==> config.mk <==
export PLATFORM = sky130hd
export DESIGN_NAME = exec_dispatch
export DESIGN_NICKNAME = d
export VERILOG_FILES = /design/src/rtl/exec_dispatch.sv
export SDC_FILE = /design/constraint.sdc
export NUM_CORES = 1
export LEC_CHECK = 0
export BUFFER_PORTS_ARGS = -buffer_cell sky130_fd_sc_hd__buf_4
export CORE_ASPECT_RATIO = 1.2
export CORE_MARGIN = 2
export CORE_UTILIZATION = 45
export CTS_CLUSTER_SIZE = 20
export DETAILED_ROUTE_END_ITERATION = 8
export GPL_TIMING_DRIVEN = 0
export PLACE_DENSITY = 0.81
export SLEW_MARGIN = 40
export SYNTH_ARGS = -nofsm -noshare
export SYNTH_HDL_FRONTEND = slang
export SYNTH_SLANG_ARGS = --single-unit
==> constraint.sdc <==
create_clock -name clk -period 2.67 [get_ports clk]
set_input_delay 0.267 -clock clk [delete_from_list [all_inputs] [get_ports clk]]
set_output_delay 0.267 -clock clk [all_outputs]
set_load 0.05 [all_outputs]
==> src/rtl/exec_dispatch.sv <==
// rtl/exec_dispatch.sv - instruction sequencer: fetch, decode, one-hot execute start, done wait, bus ownership
//
// Ports:
//   clk, rst            clock; asynchronous active-low reset
//   run                 level, keep issuing instructions while high
//   ir[15:0]            fetched instruction: [15:12] opcode, [11:6] para1, [5:0] para2
//   res*                done levels from fetch / alu / move / movi / load / store FSMs
//   <x>Wemm/Remm/Wreg/Rreg  per-FSM bus control vectors
//   startFetch          one-cycle fetch start
//   nextFSM[6:0]        one-cycle one-hot execute start
//   para1, para2        operand fields latched at fetch completion
//   bus*                control vectors of the FSM that currently owns the bus (zero when none)
//   busy, halt, illegal, timeout, instrCount  status
module exec_dispatch #(
    parameter int TIMER_W = 8,
    parameter int TIMEOUT = 200
) (
    input  logic        clk,
    input  logic        rst,
    input  logic        run,
    input  logic [15:0] ir,
    input  logic        resFetch,
    input  logic        resAlu,
    input  logic        resMove,
    input  logic        resMovi,
    input  logic        resLoad,
    input  logic        resStore,
    input  logic [2:0]  fetchWemm,
    input  logic [2:0]  fetchRemm,
    input  logic [3:0]  fetchWreg,
    input  logic [3:0]  fetchRreg,
    input  logic [2:0]  aluWemm,
    input  logic [2:0]  aluRemm,
    input  logic [3:0]  aluWreg,
    input  logic [3:0]  aluRreg,
    input  logic [2:0]  moveWemm,
    input  logic [2:0]  moveRemm,
    input  logic [3:0]  moveWreg,
    input  logic [3:0]  moveRreg,
    input  logic [2:0]  moviWemm,
    input  logic [2:0]  moviRemm,
    input  logic [3:0]  moviWreg,
    input  logic [3:0]  moviRreg,
    input  logic [2:0]  loadWemm,
    input  logic [2:0]  loadRemm,
    input  logic [3:0]  loadWreg,
    input  logic [3:0]  loadRreg,
    input  logic [2:0]  storeWemm,
    input  logic [2:0]  storeRemm,
    input  logic [3:0]  storeWreg,
    input  logic [3:0]  storeRreg,
    output logic        startFetch,
    output logic [6:0]  nextFSM,
    output logic [5:0]  para1,
    output logic [5:0]  para2,
    output logic [2:0]  busWemm,
    output logic [2:0]  busRemm,
    output logic [3:0]  busWreg,
    output logic [3:0]  busRreg,
    output logic        busy,
    output logic        halt,
    output logic        illegal,
    output logic        timeout,
    output logic [15:0] instrCount
);

    typedef enum logic [2:0] {
        S_IDLE, S_FETCH_START, S_FETCH_WAIT, S_DECODE, S_EXEC_START, S_EXEC_WAIT, S_HALT
    } state_t;

    typedef enum logic [2:0] {
        OWN_NONE, OWN_FETCH, OWN_ALU, OWN_MOVE, OWN_MOVI, OWN_LOAD, OWN_STORE
    } owner_t;

    localparam logic [TIMER_W-1:0] TIMER_LAST = TIMER_W'(TIMEOUT - 1);

    state_t             state_q, state_d;
    logic [TIMER_W-1:0] timer_q, timer_d;
    logic [3:0]         opcode_q, opcode_d;
    logic [5:0]         para1_q, para1_d;
    logic [5:0]         para2_q, para2_d;
    logic [15:0]        count_q, count_d;
    logic               illegal_q, illegal_d;
    logic               timeout_q, timeout_d;

    logic [6:0]         exec_code;
    owner_t             exec_owner;
    logic               exec_done;
    owner_t             owner;

    // Decode of the latched opcode; a zero code marks an illegal opcode.
    always_comb begin
        exec_code = 7'b0;
        case (opcode_q)
            4'h1, 4'h2, 4'h3, 4'h4, 4'h5, 4'h6: exec_code = 7'b0000001;
            4'h8, 4'h9:                         exec_code = 7'b0000010;
            4'h7:                               exec_code = 7'b0000100;
            4'hA:                               exec_code = 7'b0001000;
            4'hB:                               exec_code = 7'b0010000;
            4'hC:                               exec_code = 7'b0100000;
            4'hD:                               exec_code = 7'b1000000;
            default:                            exec_code = 7'b0;
        endcase

        // All three ALU flavours report through resAlu.
        exec_owner = OWN_NONE;
        if (exec_code[2:0] != 3'b0) exec_owner = OWN_ALU;
        else if (exec_code[3])      exec_owner = OWN_MOVE;
        else if (exec_code[4])      exec_owner = OWN_MOVI;
        else if (exec_code[5])      exec_owner = OWN_LOAD;
        else if (exec_code[6])      exec_owner = OWN_STORE;

        case (exec_owner)
            OWN_ALU:   exec_done = resAlu;
            OWN_MOVE:  exec_done = resMove;
            OWN_MOVI:  exec_done = resMovi;
            OWN_LOAD:  exec_done = resLoad;
            OWN_STORE: exec_done = resStore;
            default:   exec_done = 1'b0;
        endcase
    end

    always_ff @(posedge clk or negedge rst) begin
        if (!rst) begin
            state_q   <= S_IDLE;
            timer_q   <= '0;
            opcode_q  <= 4'h0;
            para1_q   <= 6'h0;
            para2_q   <= 6'h0;
            count_q   <= 16'h0;
            illegal_q <= 1'b0;
            timeout_q <= 1'b0;
        end else begin
            state_q   <= state_d;
            timer_q   <= timer_d;
            opcode_q  <= opcode_d;
            para1_q   <= para1_d;
            para2_q   <= para2_d;
            count_q   <= count_d;
            illegal_q <= illegal_d;
            timeout_q <= timeout_d;
        end
    end

    always_comb begin
        state_d   = state_q;
        timer_d   = timer_q;
        opcode_d  = opcode_q;
        para1_d   = para1_q;
        para2_d   = para2_q;
        count_d   = count_q;
        illegal_d = illegal_q;
        timeout_d = timeout_q;
        case (state_q)
            S_IDLE: begin
                if (run) state_d = S_FETCH_START;
            end
            S_FETCH_START: begin
                timer_d = '0;
                state_d = S_FETCH_WAIT;
            end
            S_FETCH_WAIT: begin
                timer_d = timer_q + TIMER_W'(1);
                // timer_q == 0 blanks a done level left over from the previous access.
                if (resFetch && timer_q != '0) begin
                    opcode_d = ir[15:12];
                    para1_d  = ir[11:6];
                    para2_d  = ir[5:0];
                    state_d  = S_DECODE;
                end else if (timer_q == TIMER_LAST) begin
                    timeout_d = 1'b1;
                    state_d   = S_HALT;
                end
            end
            S_DECODE: begin
                if (exec_code != 7'b0) begin
                    state_d = S_EXEC_START;
                end else begin
                    illegal_d = 1'b1;
                    state_d   = S_HALT;
                end
            end
            S_EXEC_START: begin
                timer_d = '0;
                state_d = S_EXEC_WAIT;
            end
            S_EXEC_WAIT: begin
                timer_d = timer_q + TIMER_W'(1);
                if (exec_done && timer_q != '0) begin
                    count_d = count_q + 16'd1;
                    state_d = run ? S_FETCH_START : S_IDLE;
                end else if (timer_q == TIMER_LAST) begin
                    timeout_d = 1'b1;
                    state_d   = S_HALT;
                end
            end
            S_HALT:  state_d = S_HALT;
            default: state_d = S_IDLE;
        endcase
    end

    always_comb begin
        startFetch = (state_q == S_FETCH_START);
        nextFSM    = (state_q == S_EXEC_START) ? exec_code : 7'b0;
        busy       = (state_q != S_IDLE) && (state_q != S_HALT);
        halt       = (state_q == S_HALT);

        case (state_q)
            S_FETCH_START, S_FETCH_WAIT: owner = OWN_FETCH;
            S_EXEC_START, S_EXEC_WAIT:   owner = exec_owner;
            default:                     owner = OWN_NONE;
        endcase

        case (owner)
            OWN_FETCH: {busWemm, busRemm, busWreg, busRreg} = {fetchWemm, fetchRemm, fetchWreg, fetchRreg};
            OWN_ALU:   {busWemm, busRemm, busWreg, busRreg} = {aluWemm, aluRemm, aluWreg, aluRreg};
            OWN_MOVE:  {busWemm, busRemm, busWreg, busRreg} = {moveWemm, moveRemm, moveWreg, moveRreg};
            OWN_MOVI:  {busWemm, busRemm, busWreg, busRreg} = {moviWemm, moviRemm, moviWreg, moviRreg};
            OWN_LOAD:  {busWemm, busRemm, busWreg, busRreg} = {loadWemm, loadRemm, loadWreg, loadRreg};
            OWN_STORE: {busWemm, busRemm, busWreg, busRreg} = {storeWemm, storeRemm, storeWreg, storeRreg};
            default:   {busWemm, busRemm, busWreg, busRreg} = 14'b0;
        endcase
    end

    assign para1      = para1_q;
    assign para2      = para2_q;
    assign illegal    = illegal_q;
    assign timeout    = timeout_q;
    assign instrCount = count_q;

endmodule
==> results.cfg <==
[floorplan]
num_io_pins = 163
die_y_um = 92.7
dieArea_um2 = 7220
initial_core_util = 0.461
rows = 32
die_w_um = 77.9
core_area_um2 = 6410

[routing]
viasPerCell = 5.71
drc = 0
initialDrtViolationCount = 181
wl_per_cell_um = 17.0
drtPass1Iterations = 5
top_layer = met4
wl_met2_mm = 4.98
drt.antenna.violating_nets = 0
vias = 3103
routed-wl-met3_um = 737
wl_mm = 9.21
wl_met1_mm = 3.31

[yosys]
syn_inst = 285
ys_warn_count = 0
synthArstFlopShare = 1.00
ys_seq_area_frac = 0.382
synth_cell_types = 53
syn_nets = 397
synth_seq_cells = 45
synth_area_per_cell_um2 = 10.4
synth_flop_cell = dfrtp_1
synth_area_um2 = 2950
synth_edf_count = 0

[place]
pre_cts_ws_ps = 25.6
place_inst = 532
place_area_um2 = 4280
io_buffers = 162
dp_hpwl_mm = 7.33
gp_congestion = 0.853

[worst_setup_path]
path_cells = buf_6, or4_4, and3b_1, buf_6, a222oi_1, nand2_1, buf_6
setup.worst_path.start_class = flip-flop
path_delay_family = simple AND/OR/NAND/NOR gates
crit_top_cell = buf_6
worstPathArrival_ps = 2320
crit_required_ps = 2400
endpoint_kind = output pin
critPathBufInv = 3
worst-path-max-fanout = 14
cpMaxStageDelayCell = or4_4
worstSetupPathType = flip-flop to output pin
crit_path_max_incr_delay_ps = 530

[final_layout]
stdcell_area_um2 = 4440
mostFrequentLayoutCells = 167 x buf_4, 45 x dfrtp_1, 29 x nand2_1
layout-drive-gt1-share = 0.496
synthToLayoutAreaGrowth_pct = 50.4
fill_cells = 504
final_cells = 543
layout_commonest_cell = buf_4
final_nets = 569
final_core_util = 0.693
antennaDiodeCount = 0

[clock_tree]
htreeDepth = 2
clockBufferDepth = 2
cts_made_buffers = 5
clock_sinks = 45
root_buffer = clkbuf_8
cts_tree = done
cts.clk_slew.worst_paths_ps = 80
insertion_delay_ps = 290

[global_routing]
grt_overflow = 0
grt_pass1_wl_mm = 14.2
grt_pass1_vias = 3003
grt.total_usage = 0.243
grt_max_degree = 46
antenna_found_initial = 0

[sta]
relSlewSlack = 0.488
post-route-min-period_ps = 2590
max_freq_mhz = 386
fin_skew_ps = 4.72
max_slew.worst_pin.slew_ps = 767
fin_ws_ps = 81.6
fin_crit_sh = 0.969
fin_tns_setup_ps = 0
holdWs_ps = 176
hold_viol_final = 0
finalSetupViolCount = 0
slew_violations = 0
rsz0062_at_grt = false

[flow_run]
max_cap_viol_count = 0

[run_status]
status = completed

[power]
power_mw = 4.92
powerDensity_nw_per_um2 = 1110
vdd_ir_drop_max_mv = 0.736
leakage_nw = 2.09

[min_path]
hold_path_class = primary input to flip-flop
## repair_timing
item,in CTS,in global routing
gates resized for setup,7,9
hold buffers,1,0
setup buffers,0,3
endpoints found under the hold margin,45,0
endpoints found under the setup margin,10,10
pin swaps,0,3
## where the power goes
part	internal (mW)	switching (mW)	leakage [nW]
Clock	0.234	0.227	0.0542
Combinational	1.19	2.26	1.48
Sequential	0.875	0.141	0.549
## kinds of logic after synthesis
family / synth area share
buffers and inverters: 0.0509
AO/OA/AOI/OAI: 0.241
AND/OR/NAND/NOR: 0.186
XOR/XNOR: 0.0564
multiplexers: 0.0712
flip-flops: 0.382
adder cells (fa/ha/maj): 0.0127
## sequential cells by signal, indices dropped and copies added, names as in the netlist
register	flops
instrCount	16
timer_q	8
para1	6
para2	6
opcode_q	4
state_q	3
illegal	1
timeout	1
## Yosys cell counts (3+ instances only)
cell type | instances | area (um2)
dfrtp_1 | 45 | 1130
nand2_1 | 29 | 109
a222oi_1 | 28 | 280
mux2_2 | 15 | 169
xor2_1 | 13 | 114
nor2_1 | 12 | 45.0
o21ai_0 | 10 | 50.1
a2111oi_2 | 9 | 135
nand3_1 | 8 | 40.0
nor3_1 | 8 | 40.0
a21oi_1 | 7 | 35.0
and3_1 | 7 | 43.8
clkbuf_1 | 7 | 26.3
inv_1 | 6 | 22.5
xnor2_1 | 6 | 52.6
buf_6 | 5 | 56.3
nand2b_1 | 5 | 31.3
nand4_1 | 5 | 31.3
nand3b_1 | 4 | 30.0
nor4_1 | 4 | 25.0
a21o_1 | 3 | 22.5
buf_2 | 3 | 15.0
buf_4 | 3 | 22.5
ha_1 | 3 | 37.5
mux2i_1 | 3 | 30.0
## final timing paths
| path | startpoint | end | slack (ps) | cells past startpoint |
|---|---|---|---|---|
| max | opcode_q[3] | busWemm[0] | 80 | 7 |
| min | ir[15] | opcode_q[3] | 180 | 3 |
| max reg2reg | timer_q[0] | para1[4] | 400 | 6 |
| min reg2reg | timeout | timeout | 480 | 1 |
| max in group asynchronous | rst | para1[5] | 1760 | 2 |
| min in group asynchronous | rst | instrCount[0] | 510 | 2 |
## worst reg2reg max path, stage by stage, from the launching register on
cell and delay (ps):
dfrtp_1 410, inv_1 60, ha_1 200, nor4b_4 150, a2111oi_4 760, buf_6 250
mux2_2 340
## routing by layer
layer,global-route usage,vias to the layer above
li1,-,1470
met1,0.263,1479
met2,0.455,134
met3,0.0624,20
met4,0.0848,0
met5,0,-
## cell type report
class,instances,area (um2),share of cell area
buffer,19,125,0.0282
clock buffer,7,96.3,0.0217
clock inverter,1,5.00,0.00113
inverter,6,22.5,0.00507
multi-input combinational,214,1700,0.384
sequential,45,1130,0.254
tap,85,106,0.0240
timing repair buffer,166,1250,0.282
No activity file was read; power rests on OpenSTA's default activity.
